===== src/rtl/uart_rx_core.sv =====
// uart_rx_core
// ------------
// UART receiver for frames of the form: start (0), 8 data bits LSB first,
// one parity bit, one stop (1). The serial line is oversampled with an
// external baud_tick enable that pulses OVS times per bit period. Every
// bit is sampled once, at mid-bit.
//
// Parameters
//   PARITY_ODD : 0 = even parity expected, 1 = odd parity expected
//   OVS        : baud_tick pulses per bit period (even, >= 8)
//
// Ports
//   clk        : system clock, rising-edge
//   rst_n      : asynchronous active-low reset
//   baud_tick  : one-clk enable, OVS x bit rate
//   rx_in      : serial line, idles high, asynchronous to clk
//   rx_data    : last received byte (holds until the next rx_valid)
//   rx_valid   : one-clk pulse in the cycle after the stop sample
//   parity_err : parity mismatch for the frame marked by rx_valid
//   frame_err  : stop bit sampled low for the frame marked by rx_valid
//   rx_busy    : high whenever the receiver is not idle
module uart_rx_core #(
    parameter int PARITY_ODD = 0,
    parameter int OVS        = 16
) (
    input  logic       clk,
    input  logic       rst_n,
    input  logic       baud_tick,
    input  logic       rx_in,
    output logic [7:0] rx_data,
    output logic       rx_valid,
    output logic       parity_err,
    output logic       frame_err,
    output logic       rx_busy
);

    localparam int            CW       = $clog2(OVS);
    localparam logic [CW-1:0] CNT_LAST = CW'(OVS - 1);
    localparam logic [CW-1:0] CNT_HALF = CW'(OVS / 2 - 1);
    localparam logic          ODD_BIT  = (PARITY_ODD != 0);

    typedef enum logic [2:0] {
        S_IDLE,
        S_START,
        S_DATA,
        S_PARITY,
        S_STOP
    } state_t;

    // Two-flop synchronizer; flops reset high so reset looks like an idle line.
    logic sync1_q, sync2_q;
    logic rxs;

    state_t        state_q, state_d;
    logic [CW-1:0] cnt_q, cnt_d;
    logic [2:0]    idx_q, idx_d;
    logic [7:0]    shift_q, shift_d;
    logic          par_q, par_d;
    // Set once the line has been seen high on a baud_tick; a start is only
    // accepted while this is set, so a break or reset must be followed by
    // an idle-high period before the next frame.
    logic          seen_high_q, seen_high_d;
    logic [7:0]    rx_data_q, rx_data_d;
    logic          valid_q, valid_d;
    logic          perr_q, perr_d;
    logic          ferr_q, ferr_d;

    always_ff @(posedge clk or negedge rst_n) begin
        if (!rst_n) begin
            sync1_q <= 1'b1;
            sync2_q <= 1'b1;
        end else begin
            sync1_q <= rx_in;
            sync2_q <= sync1_q;
        end
    end

    assign rxs = sync2_q;

    always_ff @(posedge clk or negedge rst_n) begin
        if (!rst_n) begin
            state_q     <= S_IDLE;
            cnt_q       <= '0;
            idx_q       <= '0;
            shift_q     <= '0;
            par_q       <= 1'b0;
            seen_high_q <= 1'b0;
            rx_data_q   <= '0;
            valid_q     <= 1'b0;
            perr_q      <= 1'b0;
            ferr_q      <= 1'b0;
        end else begin
            state_q     <= state_d;
            cnt_q       <= cnt_d;
            idx_q       <= idx_d;
            shift_q     <= shift_d;
            par_q       <= par_d;
            seen_high_q <= seen_high_d;
            rx_data_q   <= rx_data_d;
            valid_q     <= valid_d;
            perr_q      <= perr_d;
            ferr_q      <= ferr_d;
        end
    end

    always_comb begin
        state_d     = state_q;
        cnt_d       = cnt_q;
        idx_d       = idx_q;
        shift_d     = shift_q;
        par_d       = par_q;
        seen_high_d = seen_high_q;
        rx_data_d   = rx_data_q;
        valid_d     = 1'b0;
        perr_d      = perr_q;
        ferr_d      = ferr_q;

        // Every transition is qualified by baud_tick, so the whole FSM
        // freezes while the tick is held low.
        if (baud_tick) begin
            unique case (state_q)
                S_IDLE: begin
                    if (rxs) begin
                        seen_high_d = 1'b1;
                    end else if (seen_high_q) begin
                        state_d     = S_START;
                        cnt_d       = '0;
                        seen_high_d = 1'b0;
                    end
                end

                S_START: begin
                    if (cnt_q == CNT_HALF) begin
                        cnt_d = '0;
                        if (!rxs) begin
                            state_d = S_DATA;
                            idx_d   = '0;
                        end else begin
                            // Glitch, not a start bit: the line is high
                            // on this tick, so it counts as seen high.
                            state_d     = S_IDLE;
                            seen_high_d = 1'b1;
                        end
                    end else begin
                        cnt_d = cnt_q + CW'(1);
                    end
                end

                S_DATA: begin
                    if (cnt_q == CNT_LAST) begin
                        cnt_d          = '0;
                        shift_d[idx_q] = rxs;
                        if (idx_q == 3'd7) begin
                            state_d = S_PARITY;
                            idx_d   = '0;
                        end else begin
                            idx_d = idx_q + 3'd1;
                        end
                    end else begin
                        cnt_d = cnt_q + CW'(1);
                    end
                end

                S_PARITY: begin
                    if (cnt_q == CNT_LAST) begin
                        cnt_d   = '0;
                        par_d   = rxs;
                        state_d = S_STOP;
                    end else begin
                        cnt_d = cnt_q + CW'(1);
                    end
                end

                S_STOP: begin
                    if (cnt_q == CNT_LAST) begin
                        cnt_d     = '0;
                        state_d   = S_IDLE;
                        valid_d   = 1'b1;
                        rx_data_d = shift_q;
                        perr_d    = (^shift_q) ^ par_q ^ ODD_BIT;
                        ferr_d    = ~rxs;
                        // A high stop bit lets a start edge right after it
                        // be taken immediately; a low one (break) does not.
                        seen_high_d = rxs;
                    end else begin
                        cnt_d = cnt_q + CW'(1);
                    end
                end

                default: begin
                    state_d = S_IDLE;
                    cnt_d   = '0;
                end
            endcase
        end
    end

    assign rx_data    = rx_data_q;
    assign rx_valid   = valid_q;
    assign parity_err = perr_q;
    assign frame_err  = ferr_q;
    assign rx_busy    = (state_q != S_IDLE);

endmodule


===== config.mk =====
export PLATFORM = sky130hd
export DESIGN_NAME = uart_rx_core
export DESIGN_NICKNAME = d
export VERILOG_FILES = /design/src/rtl/uart_rx_core.sv
export SDC_FILE = /design/constraint.sdc
export NUM_CORES = 1
export LEC_CHECK = 0
export CAP_MARGIN = 40
export CORE_UTILIZATION = 60
export CTS_BUF_LIST = sky130_fd_sc_hd__clkbuf_4 sky130_fd_sc_hd__clkbuf_8 sky130_fd_sc_hd__clkbuf_16
export DETAILED_ROUTE_END_ITERATION = 12
export HOLD_SLACK_MARGIN = 0.12
export PLACE_DENSITY = 0.83
export RECOVER_POWER = 50
export SETUP_SLACK_MARGIN = 0.02
export SLEW_MARGIN = 20
export SYNTH_ARGS = -nofsm -noshare
export SYNTH_HDL_FRONTEND = slang
export SYNTH_SLANG_ARGS = --single-unit
export TNS_END_PERCENT = 100

===== constraint.sdc =====
create_clock -name clk -period 5.46 [get_ports clk]
set_clock_uncertainty 0.15 [all_clocks]
set_input_delay 0.546 -clock clk [delete_from_list [all_inputs] [get_ports clk]]
set_output_delay 0.546 -clock clk [all_outputs]
set_load 0.02 [all_outputs]

After elaboration in Yosys (flattened, before gate mapping)
Cells that the tools add are included.

word-level totals
  register bits = 33
  bits in latches = 0
  RAM bits = 0
  memory bits (read-only) = 0
  output and inout port bits = 12
  memories = 0

cells by class
  $add $sub $neg = 2
  $mul = 0
  divide/modulo/power cells = 0
  magnitude comparators = 2
  eq/ne operators = 16
  shift operators = 0
  multiplexer cells = 30
  bitwise logic cells = 2
  reduce and logical (&&, ||, !) cells = 14

operators by type and width
  operator               number
  $mux W3                11
  $ne A2 B2 Y1 const B   9
  $mux W4                4
  $pmux W3 S5            1
  $pmux W4 S3            1
  $reduce_and A3 Y1      4
  $reduce_and A5 Y1      2
  $bwmux W8              1
  $mux W1                8
  $reduce_and A8 Y1      1
  $reduce_xor A8 Y1      1
  $eq A3 B2 Y1 const B   2
  $eq A3 B3 Y1 const B   2
  $pmux W3 S2            1
  $reduce_bool A3 Y1     2
  $add A4 B1 Y4 const B  1
  $eq A4 B3 Y1 const B   1
  $eq A4 B4 Y1 const B   1
  $lt A3 B4 Y1 const B   1
  $add A3 B1 Y3 const B  1
  $demux W1 S3           1
  $eq A3 B1 Y1 const B   1
  $ge A3 B1 Y1 const B   1
  $logic_not A3 Y1       1
  7 further kinds        7

Depth between registers and ports, before layout
  depth in word-level cells = 5
  depth in mapped cells = 5
  gate-level depth less buffers = 5

Least setup slack after synthesis
Ideal clock, no wire load.

  path kind = reg-to-reg
  start = reg state_q[1]
  end = reg idx_q[0]
  library setup time = 0.127 ns
  arrival = 1.603 ns
  data required time = 5.183 ns
  slack = 3.579 ns
  cell stages (with the launch flop) = 6
  clock period less this slack = 1.881 ns
  cells stage by stage = dfrtp_1 -> buf_2 -> or3b_1 -> a21oi_1 -> and4_4 -> mux2_1

on the way
  cells in the longest elaborated chain, start to end = 3

ends and longest elaborated chain
  element                                                                     line  source
  start, declared                                                             54    state_t state_q, state_d;
  start signal, assigned                                                      93    state_q <= state_d;
  $eq A3 B1 Y1 / $eq A3 B2 Y1 (equally long branches)                         121   unique case (state_q)
  $ne A2 B2 Y1 (no source line) / $reduce_bool A2 Y1 (equally long branches)  -
  $reduce_and A5 Y1 (no source line)                                          -
  end signal, assigned                                                        95    idx_q <= idx_d;
  end, declared                                                               56    logic [2:0] idx_q, idx_d;

Several ways; a longest one is shown, not always the timed one.
A chain may end at the register's enable or synchronous reset.

Worst setup path after layout
  start = reg state_q[1]
  end = out rx_busy

on the way
  cells in the longest elaborated chain, start to end = 1

ends and longest elaborated chain
  element             line  source
  $reduce_bool A3 Y1  202   assign rx_busy = (state_q != S_IDLE);
  end, declared       34    output logic rx_busy

No other way between the ends.

==> impl_metrics.tcl <==
set metrics [dict create \
    cp.arrival_ps 1840 \
    ant_nets 0 \
    dieHeight_um 54.2 \
    cts_sinks 33 \
    leakage_uw 0.000849 \
    clockBufferDepth 2 \
    cts_hold_buf 0 \
    avgSynthCellArea_um2 11.8 \
    cp_max_fo 12 \
    ys_types 41 \
    io_buffers 15 \
    grt_antenna_before_repair 0 \
    drive_gt1_share_pct 20.8 \
    die-area_um2 2940 \
    outcome "finished with violations" \
    cap_viol_max_count 1 \
    worstSetupStartpointType "register" \
    syn_inst 139 \
    cts_tree "built" \
    drt-pass1-iter-count 4 \
    end_kind "primary output" \
    p_per_area_nw_per_um2 364 \
    final_util_pct 74.0 \
    antenna_cells 0 \
    hold_violations 0 \
    track_usage_pct 24.0 \
    maxSlewHeadroom_pct -13.2 \
    start_util_pct 64.8 \
    wire_per_inst_um 15.7 \
    place_congestion 0.884 \
    rows 18 \
    synth-seq-area-share_pct 50.7 \
    async_flop_share_pct 100 \
    grt_max_degree 34 \
    clkLatencyLatePin_ps 310 \
    drc 0 \
    clock.fmax_mhz 394 \
    cts_inserted_buffers 5 \
    grt_pass1_wl_um 4880 \
    grt_pass1_vias 1099 \
    core_area_um2 2520 \
    layout_setup_ws_ps 2920 \
    ys_warn_count 0 \
    cts_root_buf "clkbuf_4" \
    vias_per_cell 6.03 \
    pre_cts_ws_ps 2810 \
    vdd_drop_max_uv 264 \
    tightest_slew_ps 1700 \
    synth.cell_area_um2 1640 \
    htreeDepth 2 \
    drt_wl_total_um 2970 \
    clkTransAtPathRegs_ps 90 \
    setup_tns_ps 0 \
    drtIter0Drc 26 \
    crit_type "reg2out" \
    gr-total-overflow 0 \
    layout_worst_path_cycle_share_pct 46.4 \
    fin_crit_ps 2540 \
    cts_setup_buffers 0 \
    hp-class "reg2reg" \
    synth_fp_nets 146 \
    pin_count 16 \
    nets 165 \
    hpwl_um 2120 \
    synth_flop_cell "dfrtp_1" \
    num_vias 1140 \
    cts-resized-gates 0 \
    crit_required_ps 4760 \
    synth_edf_count 0 \
    slew_viol_final 34 \
    violations "max-capacitance violations, max-slew violations" \
    synthToLayoutAreaGrowth_pct 14.1 \
    grt_setup_unrepaired "no" \
    dieWidth_um 54.2 \
    ys_ff_latch 33 \
    setup_viol 0 \
]
## worst paths after layout
kind | from | to | slack [ps] | cells past startpoint
worst max-delay path | state_q[1] | rx_busy | 2920 | 2
worst min-delay path | sync1_q | rxs | 210 | 0
worst max register to register | cnt_q[0] | parity_err | 3230 | 5
worst min register to register | sync1_q | rxs | 210 | 0
max in group asynchronous | rst_n | shift_q[6] | 3140 | 2
min in group asynchronous | rst_n | shift_q[2] | 1040 | 2
## critical path: stages, from the launching register on
cell,delay [ps]
dfrtp_1,530
or3_4,450
clkdlybuf4s50_1,550
## Yosys cell counts, types with 2 or more instances
cell type	number	share of area, %
dfrtp_1	31	47
mux2_2	15	10
nand2_1	10	2.3
nor3_1	6	1.8
xnor2_1	6	3.2
inv_1	5	1.1
mux2_1	5	3.4
nand4_1	5	1.9
nand3_1	4	1.2
o21ai_0	4	1.2
ha_1	3	2.3
mux2i_1	3	1.8
nor2_1	3	0.69
or2_2	3	1.1
a22o_1	2	1.1
buf_2	2	0.61
buf_4	2	0.92
dfstp_2	2	3.2
nand2b_1	2	0.76
nor2b_1	2	0.76
nor3b_1	2	0.92
o21ai_1	2	0.61
or3_4	2	1.4
## layout by cell type (no fill, tap or decap), types with 2 or more instances in the layout
cell             count
clkbuf_1             2
nor3_1               6
or3_4                2
nor2_1               3
clkbuf_4             7
nor3b_1              2
xnor2_1              6
mux2i_1              3
o21ai_0              5
dfrtp_1             31
dlygate4sd3_1        3
nand3_1              4
or2_2                3
ha_1                 3
nand2b_1             2
nand4_1              5
inv_1                5
clkdlybuf4s50_1     12
nor2b_1              2
dfstp_2              2
mux2_2              15
mux2_1               5
a22o_1               2
nand2_1             10
## stage by stage
stage                     cells  cell area [um2]  hold WS [ps]  total power, uW
final                       189             1870           211              679
after global routing        189             1870           218              725
after CTS                   189             1870           214              681
after detailed placement    181             1820           200              545
after global placement      181             1820           198              531
after floorplan             139             1640           100              486
## registers in the layout, indices dropped and copies added (netlist names)
register / flops
idx_q: 3
sync1_q: 1
rx_data: 8
rxs: 1
cnt_q: 4
shift_q: 8
seen_high_q: 1
par_q: 1
parity_err: 1
state_q: 3
rx_valid: 1
frame_err: 1
## logic make-up after synthesis
kind of cell	after synthesis	share of synthesized area, %
DFF	33	50.7
muxes	23	15.6
xor gates and xnor gates	8	5.13
and+or+nand+nor	46	16.8
buffers and inverters	10	2.91
adders and majority gates	3	2.30
AOI/OAI and AO/OA	16	6.66
## metal layers
layer / vias up / share of wire, % / global-route usage [%]
met1: 563 / 46 / 30.8
met2: 33 / 48 / 39.0
met4: 0 / 1.0 / 8.12
li1: 539 / - / -
met5: - / 0 / 0
met3: 5 / 4.7 / 6.50
## power breakdown
group	total [uW]	internal, uW	switching [uW]
logic	204	99.4	105
clock network	134	60.1	73.6
registers	340	280	60.6
## layout make-up
cell class / instances / area (um2)
clock buffer: 7 / 52.6
clock inverter: 1 / 5.00
fill: 182 / 657
inverter: 5 / 18.8
multi-input combinational: 96 / 766
sequential: 33 / 828
tap: 30 / 37.5
timing repair buffer: 17 / 158
Note: power is estimated with default switching activity, not from simulation.
